===== src/rtl/kyber_pkg.sv =====
// rtl/kyber_pkg.sv - shared ML-KEM constants and types for the butterfly datapath
// Purpose: constants (modulus, Montgomery inverse, Barrett factor, latency),
//          the signed coefficient type and a sign-extension helper.
// Ports:   none (package).
package kyber_pkg;

   localparam int KYBER_Q     = 3329;
   localparam int KYBER_QINV  = -3327;
   localparam int BARRETT_V   = 20159;
   localparam int BFU_LATENCY = 4;

   typedef logic signed [15:0] coeff_t;

   // Explicit 16->32 sign extension ahead of every multiply
   function automatic logic signed [31:0] sext16(input coeff_t x);
      return {{16{x[15]}}, x};
   endfunction

endpackage


===== src/rtl/kyber_bfu_if.sv =====
// rtl/kyber_bfu_if.sv - data bus of one butterfly lane
// Purpose: groups mode, operand, twiddle and result signals of a BFU lane.
// Signals: i_intt (mode), i_a / i_b (coefficients), i_twiddle (Montgomery zeta),
//          o_a / o_b (results).
// Modports: master drives operands and reads results; slave is the BFU side.
interface kyber_bfu_if;
   import kyber_pkg::*;

   logic   i_intt;
   coeff_t i_a;
   coeff_t i_b;
   coeff_t i_twiddle;
   coeff_t o_a;
   coeff_t o_b;

   modport master (output i_intt, i_a, i_b, i_twiddle, input o_a, o_b);
   modport slave  (input i_intt, i_a, i_b, i_twiddle, output o_a, o_b);

endinterface


===== src/rtl/kyber_mont_reduce.sv =====
// rtl/kyber_mont_reduce.sv - pipelined 32-to-16-bit Montgomery reduction
// Purpose: first half registers the product and t = lo16(p*QINV); second half
//          is combinational (p - t*Q) >>> 16, registered by the caller.
// Ports:   i_clk, i_rst (async, active-high), i_p (32-bit signed product),
//          o_r (reduced value, congruent to p*2^-16, in (-q, q)).
module kyber_mont_reduce
   import kyber_pkg::*;
(
   input  logic               i_clk,
   input  logic               i_rst,
   input  logic signed [31:0] i_p,
   output coeff_t             o_r
);

   logic signed [31:0] w_pq;
   coeff_t             w_t;
   logic signed [31:0] w_tq;
   logic signed [31:0] w_diff;
   logic signed [31:0] r_p;
   coeff_t             r_t;

   // Only the low 16 bits of p*QINV matter, so a 32-bit wrap is harmless
   assign w_pq = i_p * KYBER_QINV;
   assign w_t  = coeff_t'(w_pq);

   always_ff @(posedge i_clk or posedge i_rst) begin
      if (i_rst) begin
         r_p <= '0;
         r_t <= '0;
      end else begin
         r_p <= i_p;
         r_t <= w_t;
      end
   end

   // Low 16 bits of w_diff are zero by construction; keep the high half
   assign w_tq   = sext16(r_t) * KYBER_Q;
   assign w_diff = r_p - w_tq;
   assign o_r    = coeff_t'(w_diff >>> 16);

endmodule


===== src/rtl/kyber_bfu.sv =====
// rtl/kyber_bfu.sv - 4-stage radix-2 CT/GS butterfly for the ML-KEM NTT
// Purpose: CT: a' = a + fqmul(b,z), b' = a - fqmul(b,z) (no reduction).
//          GS: a' = barrett(a + b), b' = fqmul(b - a, z).
//          Mode travels with its sample, one sample per cycle, no stalls.
// Ports:   i_clk, i_rst (async, active-high), bus (kyber_bfu_if.slave).
module kyber_bfu
   import kyber_pkg::*;
(
   input  logic            i_clk,
   input  logic            i_rst,
   kyber_bfu_if.slave      bus
);

   // S1: operands; the multiplier operand is b (CT) or b - a (GS)
   logic   r1_intt;
   coeff_t r1_a, r1_sum, r1_mop, r1_tw;
   // S2: full product
   logic               r2_intt;
   coeff_t             r2_a, r2_sum;
   logic signed [31:0] r2_prod;
   // S3: Barrett quotient (Montgomery t lives in the sub-module)
   logic   r3_intt;
   coeff_t r3_a, r3_sum, r3_k;
   // S4: results
   coeff_t r_o_a, r_o_b;

   coeff_t             w_sum, w_diff, w_mont, w_bar;
   logic signed [31:0] w_bv, w_kq;

   assign w_sum  = bus.i_a + bus.i_b;
   assign w_diff = bus.i_b - bus.i_a;

   // Barrett: k = (v*x + 2^25) >>> 26
   assign w_bv = sext16(r2_sum) * BARRETT_V + 32'sd33554432;
   assign w_kq = sext16(r3_k) * KYBER_Q;
   assign w_bar = r3_sum - coeff_t'(w_kq);

   always_ff @(posedge i_clk or posedge i_rst) begin
      if (i_rst) begin
         r1_intt <= 1'b0;
         r1_a    <= '0;
         r1_sum  <= '0;
         r1_mop  <= '0;
         r1_tw   <= '0;
         r2_intt <= 1'b0;
         r2_a    <= '0;
         r2_sum  <= '0;
         r2_prod <= '0;
         r3_intt <= 1'b0;
         r3_a    <= '0;
         r3_sum  <= '0;
         r3_k    <= '0;
         r_o_a   <= '0;
         r_o_b   <= '0;
      end else begin
         r1_intt <= bus.i_intt;
         r1_a    <= bus.i_a;
         r1_sum  <= w_sum;
         r1_mop  <= bus.i_intt ? w_diff : bus.i_b;
         r1_tw   <= bus.i_twiddle;

         r2_intt <= r1_intt;
         r2_a    <= r1_a;
         r2_sum  <= r1_sum;
         r2_prod <= sext16(r1_mop) * sext16(r1_tw);

         r3_intt <= r2_intt;
         r3_a    <= r2_a;
         r3_sum  <= r2_sum;
         r3_k    <= coeff_t'(w_bv >>> 26);

         if (r3_intt) begin
            r_o_a <= w_bar;
            r_o_b <= w_mont;
         end else begin
            r_o_a <= r3_a + w_mont;
            r_o_b <= r3_a - w_mont;
         end
      end
   end

   kyber_mont_reduce u_mont (
      .i_clk (i_clk),
      .i_rst (i_rst),
      .i_p   (r2_prod),
      .o_r   (w_mont)
   );

   assign bus.o_a = r_o_a;
   assign bus.o_b = r_o_b;

endmodule


===== src/flat_wrapper.sv =====
// flat-port wrapper written by rule: the top's interface ports become plain ports
module kyber_bfu_flat import kyber_pkg::*;
  (i_clk, i_rst, bus_i_intt, bus_i_a, bus_i_b, bus_i_twiddle, bus_o_a, bus_o_b);
  kyber_bfu_if bus_i ();
  input  logic i_clk;
  input  logic i_rst;
  input wire logic [$bits(bus_i.i_intt)-1:0] bus_i_intt;
  input wire logic [$bits(bus_i.i_a)-1:0] bus_i_a;
  input wire logic [$bits(bus_i.i_b)-1:0] bus_i_b;
  input wire logic [$bits(bus_i.i_twiddle)-1:0] bus_i_twiddle;
  output wire logic [$bits(bus_i.o_a)-1:0] bus_o_a;
  output wire logic [$bits(bus_i.o_b)-1:0] bus_o_b;
  assign bus_i.i_intt = bus_i_intt;
  assign bus_i.i_a = bus_i_a;
  assign bus_i.i_b = bus_i_b;
  assign bus_i.i_twiddle = bus_i_twiddle;
  assign bus_o_a = bus_i.o_a;
  assign bus_o_b = bus_i.o_b;
  kyber_bfu u_core (.i_clk(i_clk), .i_rst(i_rst), .bus(bus_i));
endmodule

===== config.mk =====
export PLATFORM = sky130hd
export DESIGN_NAME = kyber_bfu_flat
export DESIGN_NICKNAME = d
export VERILOG_FILES = /design/src/rtl/kyber_pkg.sv /design/src/rtl/kyber_bfu_if.sv /design/src/rtl/kyber_mont_reduce.sv /design/src/rtl/kyber_bfu.sv /design/src/flat_wrapper.sv
export SDC_FILE = /design/constraint.sdc
export NUM_CORES = 2
export LEC_CHECK = 0
export CAP_MARGIN = 15
export CORE_MARGIN = 2
export CORE_UTILIZATION = 30
export CTS_CLUSTER_SIZE = 30
export DETAILED_ROUTE_END_ITERATION = 7
export GPL_ROUTABILITY_DRIVEN = 0
export PLACE_DENSITY = 0.47
export RECOVER_POWER = 25
export SETUP_SLACK_MARGIN = 0.15
export SYNTH_ARGS = -nofsm -noshare
export SYNTH_HDL_FRONTEND = slang
export SYNTH_SLANG_ARGS = --single-unit

===== constraint.sdc =====
create_clock -name i_clk -period 9.2 [get_ports i_clk]
set_input_delay 1.38 -clock i_clk [delete_from_list [all_inputs] [get_ports i_clk]]
set_output_delay 1.38 -clock i_clk [all_outputs]
set_load 0.1 [all_outputs]

# Word-level counts from Yosys, hierarchy flattened
# Cells that the tools add are included.
# op_classes
add_sub_neg	7
n_mux	3
multipliers	5
# op_table
operator	count
$mux 16	3
$sub 16x16->16	3
$add 16x16->16	2
$add 32x27->32 const B	1
$mul 16x16->32	1
$mul 16x16->32 const B	1
$mul 32x13->16 const B	1
$sub 32x29->32	1
$mul 16x13->29 const B	1
$mul 6x13->16 const B	1
# word_totals
reg_bits	249
output_inout_bits	32
word_cells	32

# Depth between registers and ports, before layout
# logic_depth
depth_word	4
mapped_depth	33
ltp_nobuf	33

# Modules after synthesis
# A second synthesis with hierarchy kept.
# hier_totals
cells_unflattened	3119
hier_area_um2	31144.9
# modules_own_cells
module	area_each_um2	cells_per_inst	seq_area_each_um2	n_inst
kyber_bfu	25460.7	2544	5029.8	1
kyber_mont_reduce	5684.2	575	1001.0	1

# Least setup slack after synthesis
# OpenSTA, ideal clock, no wires.
# synth_timing
path_type	register to register
start	register u_core.u_mont.r_t[1]
end	register u_core.r_o_a[15] (netlist: u_core.bus.o_a[15])
path_slack_ps	2160
stages_incl_launch_ff	32
period_less_slack_ps	7040
arrival_time_ps	6961
required_ps	9120
n_path_buf	1
path_cell_list	dfrtp_1 -> ha_1 -> inv_1 -> fa_1 -> inv_1 -> ha_1 -> fa_1 -> ha_1 -> ha_1 -> a21o_1 -> a211oi_2 -> o31ai_1 -> o31a_1 -> a221o_1 -> or4_1 -> nand2_1 -> xor2_1 -> ha_1 -> buf_1 -> nand4_1 -> o21ai_0 -> xor2_1 -> ha_1 -> a21oi_1 -> o21ai_0 -> nand3_1 -> nand2_1 -> a41o_1 -> o41a_1 -> xor2_1 -> xnor3_1 -> mux2i_1
# synth_between
elab_chain_cells	4
# synth_lines
element	line_no	rtl
from (decl)	kyber_mont_reduce.sv:20	coeff_t r_t;
from (signal assigned)	kyber_mont_reduce.sv:32	r_t <= w_t;
$mul 16x13->29	kyber_mont_reduce.sv:37	assign w_tq = sext16(r_t) * KYBER_Q;
$sub 32x29->32	kyber_mont_reduce.sv:38	assign w_diff = r_p - w_tq;
$add 16x16->16	kyber_bfu.sv:76	r_o_a <= r3_a + w_mont;
$mux 16	kyber_bfu.sv:72	if (r3_intt) begin
to (signal assigned)	kyber_bfu.sv:73	r_o_a <= w_bar;
to (signal assigned)	kyber_bfu.sv:76	
to (decl)	kyber_bfu.sv:25	coeff_t r_o_a, r_o_b;
# No other way between the ends.

# Worst setup path in the final report
# layout_timing
start	register u_core.u_mont.r_t[1]
end	register u_core.r_o_b[11] (netlist: u_core.bus.o_b[11])
# layout_between
elab_chain_cells	4
# layout_lines
element	line_no	rtl
$mul 16x13->29 (*)	kyber_mont_reduce.sv:37	
$sub 32x29->32 (*)	kyber_mont_reduce.sv:38	
$sub 16x16->16	kyber_bfu.sv:77	r_o_b <= r3_a - w_mont;
$mux 16 (*)	kyber_bfu.sv:72	
to (signal assigned)	kyber_bfu.sv:74	r_o_b <= w_mont;
to (signal assigned)	kyber_bfu.sv:77	
to (decl)	kyber_bfu.sv:25	
# Mark *: on every way between the ends. The rest lies on a longest branch, timed or not.

==> impl_results.md <==
- Status: complete, but fails checks
- Worst R2R Start: u_core.u_mont.r_t[1]$_DFF_PP0_
- Count of cell types in the netlist: 65
- Grt ovf: 0
- Dpl ws: between 1000 and 1500 ps
- Vias/cell: roughly 4.5
- Pins Over Slew Limit: 30
- Setup violators final: 0
- Mapped Cells: between 2,000 and 3,000
- Layout cells sized above 1: 0.0297
- Part of the Yosys area used for sequential elements: 0.201
- Antenna cells: 0
- Failing checks: max-capacitance violations, max-slew violations
- Vias in the first global route: roughly 21,000
- Max Fclk: around 130 MHz
- R2R Setup Slk: 1350 ps
- Post-Route Utilization: 0.337
- CTS Buf Count: 29
- P&R area growth vs syn: 11.0%
- Routed length per instance: roughly 16 um
- Sequential Area: just over 6000 sq um
- EDFF count, synth: 0
- Synth warnings: 0
- Fin nets: 3,962
- CTS max path bufs: 3
- Fin crit share: 0.854
- Initial antenna violation count: 11
- Final antenna-violating net count: 0
- Syn nets: 3,892
- Maxcap violations: 1
- Hold_sp: u_core.r1_sum[13]$_DFF_PP0_
- Hold Path End: u_core.r2_sum[13]$_DFF_PP0_
- Initial Util: 0.303
- RSZ-0062 raised after global routing: no
- Syn Std Cell Area: 30,000 sq um
- Commonest non-fill, non-tap cell in the layout: inv_1
- Mux cell area share after synthesis: 0.00539
- PortBufs: 82
- Setup Total Neg Slack: 0 ps
- Die Y: between 300 and 400 um
- Worst path required time: between 9000 and 10,000 ps
- Routed wire length: around 70,000 um
- Commonest cells after routing, fill and taps aside: inv_1 (671), fa_1 (454), ha_1 (451)
- CTS root buf: clkbuf_16
- Hold depth: 0
- Final Hold Fails: 0
- Row count: between 100 and 150
- Setup bufs post-CTS: 0
- Post-synthesis compound-gate area fraction: 0.0781
- Setup CP Type: flip-flop to flip-flop
- FILL cells: 10,111
- Worst Setup Start Kind: flip-flop
- Adder-cell share of the synthesized area: 0.492
- CP max-delay cell: a2111oi_0
- Largest family of logic cells by synthesized area: adder cells
- Ports: 83
- Worst setup margin: ~1300 ps
- Yosys reg bits: about 240
- Dominant cell type by area after synthesis: fa_1
- Fin Hold WS: 345 ps
- Top post-synthesis cells by area: fa_1 (30%), dfrtp_1 (20%), ha_1 (19%)
- Hpwl dp: 58,200 um
- Area taken by multi-input logic gates: 21,200 sq um
- Die width: around 320 um
- Die area: 102,000 sq um
- WP data arrival: ~8300 ps
- Simple-gate share of the synthesized area: 0.0868
- Yosys top cell area share: 0.303
- CP max stage delay: just under 800 ps
- CORE AREA: a little under 100,000 sq um
- Hold buffers post-CTS: 0
- Initial drt markers: a little under 800
- Async S/R FF share, synth: 1.00
- Crit Reg-Reg Endpoint: u_core.bus.o_b[11]$_DFF_PP0_
- R2R cell count: 31
- Worst-Skew Late Latency: ~600 ps
- Clock tree sinks: 241
- CTS clk-pin slew, worst paths: roughly 70 ps
- Worst-Margin Slew: around 1900 ps
- Clk_skew: approximately 24 ps
- CTS H-Tree Depth: 1
- Largest net degree at the start of global routing: around 110
- Final min period: between 7000 and 8000 ps
- CTS tree: done
- DRT Pass-1 Iters: 4
- Top_reg_cell synth: dfrtp_1
- Worst hold path class: flip-flop to flip-flop
- Via count: between 15,000 and 20,000
- Global-route wire length before repair: around 110,000 um
- XOR/XNOR Fraction of Synth Area: 0.0452
- CP Capture Type: flip-flop
- Mean area per synthesized cell: approximately 10 sq um
- # DRC: 0
- Resized cells post-CTS: 0
- Slew HR: -0.238
- GRT Util Overall: 0.141
- Crit path max fanout: 6
==> how the worst max path moves through the flow <==
stage / endpoint / cells after the start / startpoint
after global placement: u_core.bus.o_b[11]$_DFF_PP0_ / 31 / u_core.u_mont.r_t[2]$_DFF_PP0_
after floorplan: u_core.bus.o_a[0]$_DFF_PP0_ / 1 / i_rst
after global routing: u_core.bus.o_b[11]$_DFF_PP0_ / 31 / u_core.u_mont.r_t[1]$_DFF_PP0_
after CTS: u_core.bus.o_b[11]$_DFF_PP0_ / 31 / u_core.u_mont.r_t[1]$_DFF_PP0_
after detailed placement: u_core.bus.o_b[11]$_DFF_PP0_ / 31 / u_core.u_mont.r_t[1]$_DFF_PP0_
final: u_core.bus.o_b[11]$_DFF_PP0_ / 31 / u_core.u_mont.r_t[1]$_DFF_PP0_
==> through the flow <==
stage                     area (sq um)  std cells
final                            33300       4315
after CTS                        33300       4315
after detailed placement         32300       4262
after global routing             33300       4315
after global placement           32300       4262
after floorplan                  30000       2936
==> flip-flops by register name (all words and copies together) (netlist names), 6 cells and up <==
signal,cells
u_core.r2_sum,16
u_core.r2_a,16
u_core.r3_k,6
u_core.bus.o_a,16
u_core.r3_sum,16
u_core.bus.o_b,16
u_core.u_mont.r_p,24
u_core.r1_sum,16
u_core.u_mont.r_t,16
u_core.r1_a,16
u_core.r2_prod,32
u_core.r1_mop,16
u_core.r3_a,16
u_core.r1_tw,16
==> synth_stat cells (all sizes together) (4+ instances only) <==
library cell,instances
or3,13
inv,672
a21oi,121
or2,6
nor2,80
nand3b,6
xnor2,100
and3,7
o21bai,17
nand4,11
xor2,50
a31oi,10
nor3b,4
mux2i,6
a21o,47
dfrtp,241
a211oi,10
ha,451
o211a,4
o211ai,9
nor3,25
clkbuf,54
fa,454
o21ai,72
mux2,9
nand3,23
a2111oi,6
and2,102
nand2,195
a21boi,4
o31ai,16
nor2b,19
nand2b,26
o21a,19
==> routing by layer <==
| metal | GRT usage | vias up | routed length (um) |
|---|---|---|---|
| met5 | 0 | - | 39 |
| met4 | 0.0198 | 6 | 1040 |
| met1 | 0.215 | 9624 | 36200 |
| met2 | 0.216 | 227 | 30000 |
| met3 | 0.0196 | 66 | 2420 |
| li1 | - | 9325 | - |
==> cell families after synthesis <==
group,after synthesis
muxes,15
xor gates and xnor gates,151
buffers and inverters,729
and+or+nand+nor,530
DFF,241
AOI/OAI and AO/OA,365
adders and majority gates,905
==> area by class of cell <==
type / instances / area share
multi-input combinational: 1966 / 0.637
sequential: 241 / 0.181
inverter: 673 / 0.0762
tap: 1287 / 0.0484
timing repair buffer: 95 / 0.0275
clock buffer: 36 / 0.0241
clock inverter: 17 / 0.00530
==> worst max-delay path: cells and delay by family, from the launching register on <==
kind	cells	cell delay (ps)
AO/OA/AOI/OAI	10	2850
XOR/XNOR	3	630
adder cells (fa/ha/maj)	8	2750
buffers and inverters	6	400
flip-flops	1	410
multiplexers	1	260
AND/OR/NAND/NOR	3	430
Power is left out: the tool's default activity adds up to more than one toggle a clock period on the data nets, which glitch-free logic cannot reach.
